<file path="src/rtl/sonar_echo_detector.sv">
// Multi-channel sonar receive chain: gain, magnitude, moving average and
// hysteresis detection per channel, plus a ping/time-of-flight FSM.
module sonar_echo_detector #(
  parameter  int N_CH     = 2,
  parameter  int PCM_W    = 16,
  parameter  int GAIN_W   = 8,
  parameter  int MAF_LOG2 = 3,
  parameter  int TOF_W    = 16,
  localparam int M        = PCM_W + GAIN_W,
  localparam int CH_W     = (N_CH > 1) ? $clog2(N_CH) : 1
) (
  input  logic                    clk,
  input  logic                    rst,
  input  logic                    ce,
  input  logic [N_CH*PCM_W-1:0]   pcm_i,
  input  logic [GAIN_W-1:0]       gain_i,
  input  logic [M-1:0]            thresh_i,
  input  logic [M-1:0]            hyst_i,
  input  logic                    start_i,
  input  logic [TOF_W-1:0]        blank_i,
  input  logic [TOF_W-1:0]        timeout_i,
  output logic [N_CH-1:0]         det_o,
  output logic                    hit_valid_o,
  output logic [CH_W-1:0]         hit_ch_o,
  output logic [TOF_W-1:0]        tof_o,
  output logic                    timeout_o,
  output logic                    busy_o
);

  localparam int D = 1 << MAF_LOG2;
  localparam int S = M + MAF_LOG2;

  typedef enum logic {IDLE, LISTEN} state_t;

  logic                v1_q, v2_q, v3_q;
  logic [MAF_LOG2-1:0] wp_q;
  logic [N_CH-1:0]     det_q;

  // All channels share one valid chain and one ring write pointer.
  always_ff @(posedge clk) begin
    if (rst) begin
      v1_q <= 1'b0;
      v2_q <= 1'b0;
      v3_q <= 1'b0;
      wp_q <= '0;
    end else begin
      v1_q <= ce;
      v2_q <= v1_q;
      v3_q <= v2_q;
      if (v2_q) wp_q <= wp_q + 1'b1;
    end
  end

  for (genvar g = 0; g < N_CH; g++) begin : g_ch
    logic [PCM_W-1:0]  pcm_ch;
    logic signed [M:0] pcm_ext;
    logic signed [M:0] gain_ext;
    logic signed [M:0] prod_q;
    logic [M-1:0]      mag_q;
    logic [M-1:0]      ring_q [D];
    logic [S-1:0]      sum_q;
    logic [M-1:0]      avg;
    logic [M-1:0]      clr_lvl;
    logic              det_r;

    assign pcm_ch   = pcm_i[g*PCM_W +: PCM_W];
    assign pcm_ext  = {{(M+1-PCM_W){pcm_ch[PCM_W-1]}}, pcm_ch};
    assign gain_ext = {{(M+1-GAIN_W){1'b0}}, gain_i};
    assign avg      = sum_q[S-1:MAF_LOG2];
    // Clear level saturates at zero so a wide hysteresis latches det.
    assign clr_lvl  = (hyst_i > thresh_i) ? '0 : thresh_i - hyst_i;
    assign det_q[g] = det_r;

    always_ff @(posedge clk) begin
      if (rst) begin
        prod_q <= '0;
        mag_q  <= '0;
        sum_q  <= '0;
        det_r  <= 1'b0;
        for (int i = 0; i < D; i++) ring_q[i] <= '0;
      end else begin
        if (ce) prod_q <= pcm_ext * gain_ext;
        mag_q <= M'(prod_q[M] ? -prod_q : prod_q);
        if (v2_q) begin
          sum_q        <= sum_q + S'(mag_q) - S'(ring_q[wp_q]);
          ring_q[wp_q] <= mag_q;
        end
        if (v3_q) begin
          if (avg >= thresh_i)    det_r <= 1'b1;
          else if (avg < clr_lvl) det_r <= 1'b0;
        end
      end
    end
  end

  assign det_o = det_q;

  state_t           state_q;
  logic [TOF_W-1:0] cnt_q;
  logic [CH_W-1:0]  low_ch;
  logic             hit;

  always_comb begin
    low_ch = '0;
    for (int i = N_CH - 1; i >= 0; i--) begin
      if (det_q[i]) low_ch = CH_W'(i);
    end
  end

  assign hit = (|det_q) && (cnt_q >= blank_i);

  // Restart beats a hit, which beats a timeout.
  always_ff @(posedge clk) begin
    if (rst) begin
      state_q     <= IDLE;
      cnt_q       <= '0;
      hit_valid_o <= 1'b0;
      hit_ch_o    <= '0;
      tof_o       <= '0;
      timeout_o   <= 1'b0;
      busy_o      <= 1'b0;
    end else begin
      hit_valid_o <= 1'b0;
      timeout_o   <= 1'b0;
      case (state_q)
        IDLE: begin
          if (start_i) begin
            state_q <= LISTEN;
            cnt_q   <= '0;
            busy_o  <= 1'b1;
          end
        end
        LISTEN: begin
          if (start_i) begin
            cnt_q <= '0;
          end else if (hit) begin
            hit_valid_o <= 1'b1;
            hit_ch_o    <= low_ch;
            tof_o       <= cnt_q;
            busy_o      <= 1'b0;
            state_q     <= IDLE;
          end else if (ce && cnt_q == timeout_i) begin
            timeout_o <= 1'b1;
            tof_o     <= '1;
            busy_o    <= 1'b0;
            state_q   <= IDLE;
          end else if (ce) begin
            cnt_q <= cnt_q + 1'b1;
          end
        end
        default: state_q <= IDLE;
      endcase
    end
  end

endmodule

</file>
<file path="config.mk">
export PLATFORM = sky130hd
export DESIGN_NAME = sonar_echo_detector
export DESIGN_NICKNAME = d
export VERILOG_FILES = /design/src/rtl/sonar_echo_detector.sv
export SDC_FILE = /design/constraint.sdc
export NUM_CORES = 2
export LEC_CHECK = 0
export CAP_MARGIN = 15
export CORE_MARGIN = 2
export CORE_UTILIZATION = 35
export DETAILED_ROUTE_END_ITERATION = 6
export GPL_TIMING_DRIVEN = 0
export PLACE_DENSITY_LB_ADDON = 0.25
export SYNTH_ARGS = -nofsm -noshare
export SYNTH_HDL_FRONTEND = slang
export SYNTH_SLANG_ARGS = --single-unit
</file>
<file path="constraint.sdc">
create_clock -name clk -period 5.9 [get_ports clk]
set_clock_uncertainty 0.05 [all_clocks]
set_input_delay 1.18 -clock clk [delete_from_list [all_inputs] [get_ports clk]]
set_output_delay 1.18 -clock clk [all_outputs]
set_load 0.005 [all_outputs]
</file>
# Word level (Yosys, flattened, before mapping)
# Memories as Yosys holds them, arrays and structs flattened. A register that Yosys moved wholly into a read port is not among the register bits.
# Index checks and enable logic that the tools add are counted.
[classes] reduce_logical=16 n_eq_ne=7 multipliers=2 order_cmp=6 n_mux=44 addsub=9 shift=0 n_bitwise=2 n_div=0
[ops] cell="$mux W24" count=5
[ops] cell="$mux W16" count=7
[ops] cell="$add A27 B24 Y27" count=2
[ops] cell="$sub A27 B24 Y27" count=2
[ops] cell="$mul A16 B9 Y25" count=2
[ops] cell="$ge A24 B24 Y1" count=2
[ops] cell="$lt A24 B24 Y1" count=2
[ops] cell="$neg A24 Y24" count=2
[ops] cell="$reduce_or A24 Y1" count=2
[ops] cell="$pmux W16 S2" count=1
[ops] cell="$gt A24 B24 Y1" count=1
[ops] cell="$sub A24 B24 Y24" count=1
[ops] cell="$mux W1" count=23
[ops] cell="$mux W3" count=6
[ops] cell="$add A16 B1 Y16 const B" count=1
[ops] cell="$eq A16 B16 Y1" count=1
[ops] cell="$ge A16 B16 Y1" count=1
[ops] cell="$ne A3 B3 Y1 const B" count=3
[ops] cell="$reduce_and A3 Y1" count=3
[ops] cell="$reduce_bool A2 Y1" count=3
[ops] cell="$ne A2 B2 Y1 const B" count=2
[ops] cell="$pmux W1 S2" count=2
[ops] cell="$reduce_and A2 Y1" count=2
[ops] cell="$reduce_and A4 Y1" count=1
[ops] cell="7 further kinds" count=9
[word_totals] latchBits=0 out_inout_bits=22 word_cells=107 inputBits=124 n_memories=2 mem_bits_rw=384 romBits=0 reg_bits=197
[memory_table] name="g_ch[0].ring_q" words=8 word_bits=24 read_ports=1 rd_clocked_by_memory_dff=1 wr=8 line="60" rtl="logic [M-1:0] ring_q [D];"
[memory_table] name="g_ch[1].ring_q" words=8 word_bits=24 read_ports=1 rd_clocked_by_memory_dff=1 wr=8 line="60"

# Logic depth before layout (Yosys ltp)
[logic_depth] ltp_word=6 mapped_depth=22 mapped_depth_nobuf=21

# Least setup slack after synthesis
# Ideal clock, no wire load.
[synth_timing] path_type="input port to flip-flop" startpoint="input port gain_i[5]" endpoint="register g_ch[0].prod_q[23]" setup_ps=122 arrival_ps=5925 stages=18 n_path_buf=1 slack_ps=-197 required_ps=5728 path_cell_list="clkbuf_1 > nand2_1 > fa_1 > fa_1 > inv_1 > fa_1 > inv_1 > fa_1 > inv_1 > ha_1 > or4_1 > o22ai_1 > nor3_1 > o41a_1 > a211oi_1 > a21oi_1 > nor3b_1 > a311o_1"
[synth_between] elab_chain_len=1
[synth_lines] element="from (decl)" line="16" rtl="input logic [GAIN_W-1:0] gain_i,"
[synth_lines] element="$mul A16 B9 Y25" line="82" rtl="if (ce) prod_q <= pcm_ext * gain_ext;"
[synth_lines] element="to (signal assigned)" line="82"
[synth_lines] element="to (decl)" line="58" rtl="logic signed [M:0] prod_q;"
# Every way passes these cells.
# A chain may end at the register's enable or synchronous reset.

# Worst setup path after layout
[layout_timing] startpoint="input port pcm_i[4]" endpoint="register g_ch[0].prod_q[23]"
[layout_between] elab_chain_len=1
[layout_lines] element="from (decl)" line="15" rtl="input logic [N_CH*PCM_W-1:0] pcm_i,"
[layout_lines] element="$mul A16 B9 Y25" line="82"
# Every way passes these cells.

==> key figures <==
Placement
  – Routability cong.: 0.905
  – Port-buffer cells: 143
  – Placed instance count: 5743
  – Post-DP HPWL: 102 mm

Yosys
  – Yosys warning total: 0
  – Cell count after synthesis: 4050
  – Post-Syn Area: 0.0418 mm^2
  – Syn_area_per_cell: 10.3 um^2
  – Syn_nets: 4719
  – Distinct cells, synth: 75
  – Prevailing post-synth register cell: edfxtp_1
  – Post-synthesis sequential area ratio: 0.371
  – EDFF count, synth: 384
  – Ys async rst share: 0
  – Synth Register Bits: 584

Detailed routing
  – Met2 WL: 62.4 mm
  – 1st-iter DRT viols: 2187
  – ANT nets after route: 0
  – DR vias/cell: 5.28
  – Max Used Layer: met5
  – Via count: 31030
  – WL met3: 7.06 mm
  – Post-route DRC: 0
  – Drt total wl: 130 mm
  – DRT met1 WL: 55.3 mm
  – First-pass detailed-route iteration total: 5
  – DR WL/cell: 22.0 um

Critical path
  – Setup slack, reg-to-reg: 0.28 ns
  – Critical path peak fanout: 8
  – Critical Path End Type: flop
  – Reg-to-reg endpoint: g_ch[1].sum_q[26]
  – Worst EP required: 6.37 ns
  – CP Data Arrival Time: 6.23 ns
  – R2r worst-path depth: 16
  – WS Path Type: in2reg
  – Cell Chain, Critical Path: clkdlybuf4s15_1 -> nand2_1 -> fa_1 -> fa_1 -> inv_1 -> fa_1 -> inv_1 -> fa_1 -> inv_1 -> ha_1 -> or4_4 -> o22ai_4 -> nor3_1 -> o41a_1 -> a211oi_2 -> buf_4 -> a21oi_2 -> nor3b_1 -> a311o_1
  – Critical Path Most Common Cell: fa_1
  – Startpoint class of the critical path: input port
  – Buf/Inv on CP: 5
  – Worst path max stage delay: 0.54 ns
  – Critical-path top delay cell: or4_4
  – Family with the most delay on the worst path: adder cells

GRT
  – Initial antenna violation count: 6
  – Largest net degree at the start of global routing: 33
  – Vias in the first global route: 31331
  – GRT Util Overall: 0.210
  – Global-route wire length before repair: 195 mm
  – Global route overflow: 0

Finish
  – Final #Nets: 4964
  – N_diodes: 0
  – Synth-to-Final Area Change: 14.6%
  – Commonest non-fill, non-tap cells in the layout: inv_1 (557), edfxtp_1 (384), ha_1 (291), fa_1 (252), nand2_1 (246)
  – Final std cells w/o fill: 5881
  – Most common cell after layout, fill and taps aside: inv_1
  – Final Util: 0.406
  – Share of cells above drive strength 1: 0.0902

Clock network
  – Clk_lat worst skew: 0.64 ns
  – Clock sink count: 584
  – Longest Clk Path Bufs: 3
  – CTS buffer count: 59
  – Clock transition at path regs: 0.06 ns
  – CTS root buffer: clkbuf_16
  – H-tree depth: 2
  – CTS tree: built

Timing
  – Worst hold slack: 0.392 ns
  – Final Setup Violations: 0
  – Slew Limit Fails: 0
  – Tmin final: 5.76 ns
  – RSZ-0062 raised after global routing: no
  – Worst slew pin tran: 1.27 ns
  – Max Fclk: 174 MHz
  – Relative slew margins: 0.152
  – Final Hold Violating Endpoints: 0
  – Final period util: 0.976

Run
  – Maxcap violations: 0

Floorplanning
  – IO Count: 146
  – Initial Util: 0.354
  – Die height: 350 um
  – Core area: 0.118 mm^2
  – Die ar.: 0.122 mm^2
  – Die width: 350 um
  – Std-Cell Rows: 126

Power and ir drop
  – Cell area power density: 363 mW/mm^2
  – Worst VDD drop: 0.204 mV
  – P_leak: 19.9 nW

Hold path
  – WHS Endpoint: v2_q
  – Min-delay src: v1_q
  – Hold Path Class: reg2reg
  – Hold path depth: 1

Status
  – Status: complete, no violations
[cell type report]
cell class              instances  area, um^2
well taps                    1536        1920
inverters                     605        2270
clock inverters                24         219
multi-input cells            2649       23300
repair buffers                185        1930
plain buffers                 211        1060
clock buffers                  87        1680
fillers                     11517       70300
flip-flops and latches        584       15500
[metrics by stage]
step / setup TNS, ns / instance area, um^2 / setup slack [ns] / power (mW)
after global placement: -761.97 / 45200 / -5.12 / 13.4
after detailed placement: -35.46 / 45600 / -1.53 / 13.5
after CTS: 0 / 47900 / 0.00259 / 17.4
after floorplan: -9.09 / 41900 / -0.0631 / 11.3
final: 0 / 48000 / 0.144 / 17.4
after global routing: 0 / 48000 / 0.00246 / 18.7
[registers in the layout (all words and copies together) (netlist names), 2 cells and up, named ones only]
signal and count:
cnt_q 16, g_ch.det_r 2, g_ch.mag_q 48, g_ch.prod_q 50
g_ch.ring_q 384, g_ch.sum_q 54, tof_o 16, wp_q 3
[cells in the mapped netlist, types with 48 or more instances]
library cell | count | area (um^2)
a21o_1 | 75 | 563
a21oi_1 | 122 | 611
and2_1 | 209 | 1310
clkbuf_1 | 188 | 706
clkinv_1 | 48 | 180
dfxtp_1 | 200 | 4000
edfxtp_1 | 384 | 11500
fa_1 | 253 | 5060
ha_1 | 292 | 3650
inv_1 | 557 | 2090
mux2_2 | 50 | 563
mux2i_1 | 57 | 571
mux4_2 | 96 | 2160
nand2_1 | 247 | 927
nor2_1 | 213 | 800
nor3_1 | 171 | 856
nor4_1 | 200 | 1250
o21ai_0 | 92 | 460
xnor2_1 | 76 | 666
xor2_1 | 74 | 648
[timing repair]
| item | in CTS | in global routing |
|---|---|---|
| resized for setup | 116 | 70 |
| hold buffers | 0 | 0 |
| endpoints found under the setup margin | 47 | 18 |
| pin swaps | 3 | 6 |
| setup buffers | 21 | 6 |
[how the worst max path moves through the flow]
| stage | start | to | depth (start not counted) |
|---|---|---|---|
| 2_1_floorplan | rst | g_ch[0].ring_q[5][0] | 7 |
| 3_3_place_gp | rst | g_ch[1].ring_q[7][9] | 8 |
| 3_5_place_dp | gain_i[2] | g_ch[1].prod_q[24] | 20 |
| 4_1_cts | flop | g_ch[0].sum_q[25] | 16 |
| 5_1_grt | pcm_i[4] | g_ch[0].prod_q[23] | 19 |
| 6_report | pcm_i[4] | g_ch[0].prod_q[23] | 19 |
[power breakdown]
part	switching [mW]	internal, mW
combinational	4.94	3.57
sequential	0.414	4.73
clock	1.64	2.10
total	6.99	10.4
[per-layer routing]
metal / vias up / track usage
met3: 209 / 0.0226
met1: 15244 / 0.278
met5: - / 0
li1: 14615 / -
met2: 960 / 0.358
met4: 2 / 0.0753
[logic make-up (layout without fill, tap and decap cells)]
kind of cell,count (synthesis),count (layout),share of synthesized area
mux,203,203,0.0788
simple gates,1229,1229,0.152
xor+xnor,150,150,0.0314
flops,584,584,0.371
buf+inv,817,1112,0.0737
compound gates,522,522,0.0846
fa+ha+maj,545,545,0.208
No activity file was read; power rests on OpenSTA's default activity.
